`src/rtl/int_ctrl.sv`:
```
// Interrupt sequencer: accepts masked IRQs, saves EPC, redirects fetch to a
// per-source vector and restores the IF/ID contents on ERET.
// Optional build macro INT_LATCH_EN selects edge-latched request capture.
module int_ctrl #(
  parameter int          NUM_IRQ      = 4,
  parameter logic [31:0] HANDLER_BASE = 32'h0000_0800,
  parameter logic [31:0] VEC_STRIDE   = 32'h0000_0020
) (
  input  logic               clk,
  input  logic               reset,
  input  logic [NUM_IRQ-1:0] irq,
  input  logic               mask_we,
  input  logic [NUM_IRQ-1:0] mask_wdata,
  input  logic               id_is_eret,
  input  logic               stall,
  input  logic [31:0]        if_pc,
  output logic               int_detected,
  output logic               int_restore,
  output logic               pc_redirect,
  output logic [31:0]        redirect_pc,
  output logic [31:0]        epc,
  output logic [2:0]         cause,
  output logic               in_handler,
  output logic [NUM_IRQ-1:0] mask
);

  localparam logic [1:0] S_IDLE    = 2'd0;
  localparam logic [1:0] S_ENTER   = 2'd1;
  localparam logic [1:0] S_HANDLER = 2'd2;
  localparam logic [1:0] S_EXIT    = 2'd3;

  logic [1:0]         state;
  logic [1:0]         state_next;
  logic [NUM_IRQ-1:0] pending;
  logic [2:0]         pick;
  logic               accept;
  logic               leave;

`ifdef INT_LATCH_EN
  logic [NUM_IRQ-1:0] irq_q;
  logic [NUM_IRQ-1:0] latched;
  logic [NUM_IRQ-1:0] accept_clr;

  assign pending    = latched & mask;
  assign accept_clr = accept ? (NUM_IRQ'(1) << pick) : '0;

  // A rising edge re-latches a source even while its handler runs.
  always_ff @(posedge clk or posedge reset) begin
    if (reset) begin
      irq_q   <= '0;
      latched <= '0;
    end else begin
      irq_q   <= irq;
      latched <= (latched | (irq & ~irq_q)) & ~accept_clr;
    end
  end
`else
  assign pending = irq & mask;
`endif

  // Fixed priority: scanning downward leaves the lowest set index in pick.
  // NOTE: every always_comb output gets a default first so no latch is inferred.
  always_comb begin
    pick = '0;
    for (int i = NUM_IRQ - 1; i >= 0; i--) begin
      if (pending[i]) pick = 3'(i);
    end
  end

  assign accept = (state == S_IDLE) && (|pending) && !stall;
  assign leave  = (state == S_HANDLER) && id_is_eret && !stall;

  always_comb begin
    state_next = state;
    case (state)
      S_IDLE:    if (accept) state_next = S_ENTER;
      S_ENTER:   state_next = S_HANDLER;
      S_HANDLER: if (leave) state_next = S_EXIT;
      S_EXIT:    state_next = S_IDLE;
      default:   state_next = S_IDLE;
    endcase
  end

  // Outputs are registered from state_next so each is high exactly while the
  // FSM sits in the matching state.
  // NOTE: sequential state uses non-blocking assignments so every register
  // samples pre-edge values regardless of statement order.
  always_ff @(posedge clk or posedge reset) begin
    if (reset) begin
      state        <= S_IDLE;
      mask         <= '0;
      epc          <= '0;
      cause        <= '0;
      int_detected <= 1'b0;
      int_restore  <= 1'b0;
      pc_redirect  <= 1'b0;
      in_handler   <= 1'b0;
      redirect_pc  <= '0;
    end else begin
      state        <= state_next;
      int_detected <= (state_next == S_ENTER);
      int_restore  <= (state_next == S_EXIT);
      pc_redirect  <= (state_next == S_ENTER) || (state_next == S_EXIT);
      in_handler   <= (state_next == S_HANDLER);

      if (accept) begin
        epc   <= if_pc;
        cause <= pick;
      end

      case (state_next)
        S_ENTER: redirect_pc <= HANDLER_BASE + VEC_STRIDE * 32'(pick);
        S_EXIT:  redirect_pc <= epc;
        default: redirect_pc <= '0;
      endcase

      if (mask_we) mask <= mask_wdata;
    end
  end

endmodule
```
`config.mk`:
```
export PLATFORM = sky130hd
export DESIGN_NAME = int_ctrl
export DESIGN_NICKNAME = d
export VERILOG_FILES = /design/src/rtl/int_ctrl.sv
export SDC_FILE = /design/constraint.sdc
export NUM_CORES = 1
export LEC_CHECK = 0
export ABC_AREA = 1
export CAP_MARGIN = 10
export CORE_MARGIN = 2
export CORE_UTILIZATION = 43
export CTS_CLUSTER_DIAMETER = 40
export DETAILED_ROUTE_END_ITERATION = 16
export PLACE_DENSITY_LB_ADDON = 0.3
export SLEW_MARGIN = 20
export SYNTH_ARGS = -nofsm -noshare
export SYNTH_HDL_FRONTEND = slang
export SYNTH_SLANG_ARGS = --single-unit
```
`constraint.sdc`:
```
create_clock -name clk -period 3.65 [get_ports clk]
set_input_delay 0.9125 -clock clk [delete_from_list [all_inputs] [get_ports clk]]
set_output_delay 0.9125 -clock clk [all_outputs]
set_load 0.02 [all_outputs]
```
Yosys cells after proc, flatten, opt, wreduce, memory -nomap -nowiden

Cells that the tools add are included.

$add $sub $neg: 1
Equality and inequality tests: 6
Multiplexer cells: 8
Bitwise logic cells: 1
Reduce and logical (&&, ||, !) cells: 8

Operators with widths:

| cell                                                                  | count |
|---|---|
| 32-bit one-hot mux with 2 select lines                                | 1 |
| 12-bit by 8-bit adder with 13-bit output, first input constant        | 1 |
| 3-bit two-way mux                                                     | 3 |
| 2-bit equality test, second input constant                            | 4 |
| 2-bit one-hot mux with 4 select lines                                 | 1 |
| 2-bit two-way mux                                                     | 3 |
| 4-bit AND                                                             | 1 |
| 2-bit by 1-bit equality test with 1-bit output, second input constant | 2 |
| 1-bit logical AND                                                     | 4 |
| 4-bit OR reduction                                                    | 1 |
| 2-bit logical NOT                                                     | 1 |
| 1-bit logical NOT                                                     | 1 |
| 1-bit logical OR                                                      | 1 |

Bits in registers: 77
Bits of input ports: 45
Output and inout bits: 75

Longest topological paths before layout

Depth in word-level cells: 8
Gate-level depth with buffers: 9
Mapped depth without buffers: 9

Least setup slack after synthesis

Ideal clock, no wire load.

Path type: input to register
From: input irq[1]
To: register redirect_pc[15]
Data arrival time: 1690 ps
Path slack: 1843 ps
Stages: 7
Cells stage by stage: nand2_1 -> nand2_2 -> o21ai_4 -> nand2_4 -> nand3_4 -> buf_8 -> nor2_2

Word-level cells in the longest chain between the ends: 8
Elaborated cells on any way between the ends: 9
Classes of those cells: 2 x eq/ne; 3 x mux; 1 x bitwise; 3 x reduce/logical

RTL lines:

| item                                                                                         | RTL line | source |
|---|---|---|
| start: declaration                                                                           | 11       | `input logic [NUM_IRQ-1:0] irq,` |
| 4-bit AND (*)                                                                                | 58       | `assign pending = irq & mask;` |
| 4-bit OR reduction (*)                                                                       | 70       | `assign accept = (state == S_IDLE) && (\|pending) && !stall;` |
| 1-bit logical AND (*) (2 in a row)                                                           | 70       |  |
| 2-bit two-way mux (*)                                                                        | 76       | `S_IDLE: if (accept) state_next = S_ENTER;` |
| 2-bit one-hot mux with 4 select lines (*)                                                    | 75       | `case (state)` |
| 2-bit equality test / 2-bit by 1-bit equality test with 1-bit output (equally long branches) | 111      | `case (state_next)` |
| 32-bit one-hot mux with 2 select lines (*)                                                   | 111      |  |
| end signal: assignment                                                                       | 112      | `S_ENTER: redirect_pc <= HANDLER_BASE + VEC_STRIDE * 32'(pick);` |
| end signal: assignment                                                                       | 113      | `S_EXIT: redirect_pc <= epc;` |
| end: declaration                                                                             | 20       | `output logic [31:0] redirect_pc,` |

Mark *: on every way between the ends. The rest lies on a longest branch, timed or not.
A chain may end at the register's enable or synchronous reset.

Final worst setup path

From: register epc[6]
To: output epc[6]

RTL lines:

| item                     | RTL line | source |
|---|---|---|
| start: declaration       | 21       | `output logic [31:0] epc,` |
| start signal: assignment | 107      | `epc <= if_pc;` |

No word-level cell between the ends.

==> metrics.csv <==
stage,metric,value,unit
worst_setup_path,Reg-to-Reg End,epc[11],
pwr,sequential share of power,0.350,
layout,area grow syn2layout,46.42,%
grt,antenna violations before repair,0,
pwr,switching part of the total power,0.3998,
placement,Routability Congestion,0.7777,
worst_setup_path,Crit Path Max Fanout,3,
die,Initial Util,0.4369,
synthesis,Yosys cell types,22,
layout,share of cells above drive strength 1,0.1606,
detailed_routing,DRT antenna net count,0,
pwr,clock network power share,0.144,
timing,minimum clock period after layout,2.266,ns
placement,instance area after placement,4108,um^2
worst_setup_path,"delay-heaviest family, CP",buffers and inverters,
grt,grt ovf,0,
timing,Setup Skew,0.006596,ns
synthesis,Synth Cell Area,2919,um^2
timing,setup TNS,0,ns
detailed_routing,Via density,4.577,
pwr,"Power, Total",3.786,mW
synthesis,Seq cells post-synth,75,
synthesis,Post-Syn Nets,310,
timing,Tcrit/Tclk final,0.6209,
die,Top Ports,120,
synthesis,area share of the largest cell type after synthesis,0.6429,
detailed_routing,drt pass-1 iters,4,
layout,final instance area,4274,um^2
worst_setup_path,"Largest stage delay, worst path",0.64,ns
pwr,Leak Pwr,1.994,nW
layout,Final Util,0.6397,
synthesis,Most used DFF post-synth,dfrtp_1,
pwr,Worst IR Drop VDD,390.4,uV
worst_setup_path,Setup CP Type,reg2out,
synthesis,Synth top cells by count,"dfrtp_1, nand2_1, inv_1",
hold_path,hold depth,2,
worst_setup_path,Reg2Reg Depth,8,
cts,cts hold-fix bufs,0,
cts,CTS tree,yes,
timing,RSZ-0062 raised after global routing,false,
detailed_routing,routed length per instance,12.75,um
timing,Slew headroom,0.5097,
worst_setup_path,crit-path cells,clkdlybuf4s50_1,
synthesis,largest area contributor in the netlist,dfrtp_1,
die,die width,86.39,um
cts,H-Tree Depth,3,
worst_setup_path,CP arrival,1.35,ns
cts,"Clk pin slew, worst setup/hold paths",0.07,ns
worst_setup_path,reg2reg start,state[0],
grt,vias in the first global route,2104,
cts,CTS Buffer Depth,2,
synthesis,largest cells by area after synthesis,"dfrtp_1, o21ai_2, nand2_1",
worst_setup_path,CP Buf/Inv Count,1,
pwr,part of the power in combinational logic,0.506,
placement,# port buffers,118,
synthesis,synthesis warning total,0,
cts,clock latency on the worst-skew pair,0.33,ns
cts,CTS sink count,75,
worst_setup_path,CP Launch Type,flip-flop,
detailed_routing,Total Wirelength,5941,um
detailed_routing,DRC,0,
timing,Final Hold Slack,0.4984,ns
synthesis,Synth Area per Inst,11.14,um^2
synthesis,Synth async-reset ratio,1.000,
hold_path,HP Start,cause[0],
die,chip height,86.39,um
timing,worst slew pin tran,0.7355,ns
hold_path,Hold EP,cause[0],
detailed_routing,Vias,2133,
worst_setup_path,R2R Setup Slk,1.71,ns
pwr,Psw,1.514,mW
cts,Root Buffer,clkbuf_8,
worst_setup_path,CP max-delay cell,clkdlybuf4s50_1,
layout,Total Nets Final,430,
worst_setup_path,crit end category,output pin,
run,max_cap viols,0,
grt,Tot GR Track Use,0.1691,
timing,Fmax,0.4413,GHz
synthesis,"EDFF count, synth",0,
timing,# setup viols final,0,
die,die area,7463,um^2
pwr,P per Cell Area,885.8,nW/um^2
timing,Max Slew Vio Count,0,
detailed_routing,DRT iter0 DRCs,72,
die,row count,30,
timing,hold violation count in the final report,0,
cts,cts repair resizes,0,
worst_setup_path,Required @ worst endpoint,2.74,ns
placement,post-detail-place hpwl,4137,um
cts,Post CTS Setup Buffer Count,0,
synthesis,post-synthesis cell count,262,
grt,first-pass GRT wire length,9680,um
outcome,outcome,finished clean,
synthesis,sequential area share after synthesis,0.6429,
grt,largest net degree at the start of global routing,64,
die,CORE AREA,6681,um^2
cts,CTS Buf Count,9,
pwr,Int Pwr,2.272,mW
layout,ant diodes,0,
synthesis,"count leader, synth",dfrtp_1,
hold_path,Worst Hold Class,reg2reg,
how the worst max path moves through the flow:
stage / startpoint / end / cells after the start
after floorplan: reset / cause[0] / 1
after global placement: stall / epc[21] / 6
after detailed placement: irq[2] / epc[11] / 7
after CTS: epc[6] / epc[6] / 1
after global routing: irq[2] / epc[4] / 7
final: epc[6] / epc[6] / 1
worst reg2reg max path, stage by stage (launching register included):
cell     delay [ns]
dfrtp_1        0.40
inv_1          0.13
ha_1           0.16
inv_1          0.04
nor2_2         0.15
o21ai_4        0.13
inv_4          0.53
nand2_1        0.22
o21ai_2        0.10
per-stage QoR:
| step | setup WS [ns] | std cells |
|---|---|---|
| final | 1.384 | 466 |
| after global routing | 1.283 | 466 |
| after CTS | 1.346 | 466 |
| after detailed placement | 1.063 | 451 |
| after global placement | 1.119 | 451 |
| after floorplan | 0.8275 | 262 |
layer usage:
metal | vias up | track usage | wire length (um)
li1 | 1029 | - | -
met1 | 1003 | 0.2234 | 2629
met2 | 95 | 0.2573 | 2746
met3 | 6 | 0.05524 | 511
met4 | 0 | 0.07244 | 53
met5 | - | 0 | 0
kinds of logic after synthesis:
| kind of cell | count (synthesis) | synth area share |
|---|---|---|
| muxes | 4 | 0.01543 |
| other | 1 | 0.001285 |
| AOI/OAI and AO/OA | 35 | 0.09344 |
| DFF | 75 | 0.6429 |
| adders and majority gates | 3 | 0.01286 |
| buffers and inverters | 51 | 0.09216 |
| and+or+nand+nor | 93 | 0.1419 |
power groups by stage:
| stage | clock network [mW] | registers, mW | logic, mW |
|---|---|---|---|
| 2_1_floorplan | 0 | 1.76 | 0.726 |
| 3_3_place_gp | 0 | 1.34 | 1.90 |
| 3_5_place_dp | 0 | 1.34 | 1.94 |
| 4_1_cts | 0.565 | 1.33 | 1.94 |
| 5_1_grt | 0.603 | 1.37 | 2.07 |
| 6_report | 0.546 | 1.33 | 1.91 |
flip-flops by register name, summed over array words and instances (netlist names):
name / flops
epc: 32
redirect_pc: 32
mask: 4
cause: 2
state: 2
in_handler: 1
int_detected: 1
int_restore: 1
final cells by class:
type                    count  area (um^2)
clock buffers              10        137.6
clock inverters             5        28.78
fillers                   545         2407
inverters                  41        156.4
multi-input cells         136        773.2
flip-flops and latches     75         1877
well taps                  80        100.1
repair buffers            119         1201
layout by cell type (no fill, tap or decap):
cell type and count:
o21ai_1 8, nand4_1 4, conb_1 1, nand2_2 2
nor2_2 11, inv_1 38, dfrtp_1 75, o21ai_4 1
nand2_4 1, nor2_1 22, inv_4 1, o21ai_2 23
clkdlybuf4s50_1 118, buf_12 1, nand2_1 51, mux2_2 4
ha_1 3, a21oi_1 3, nand3_1 1, clkbuf_8 10
clkinv_2 4, inv_6 1, nand3_4 1, inv_2 2
No activity file was read; power rests on OpenSTA's default activity.
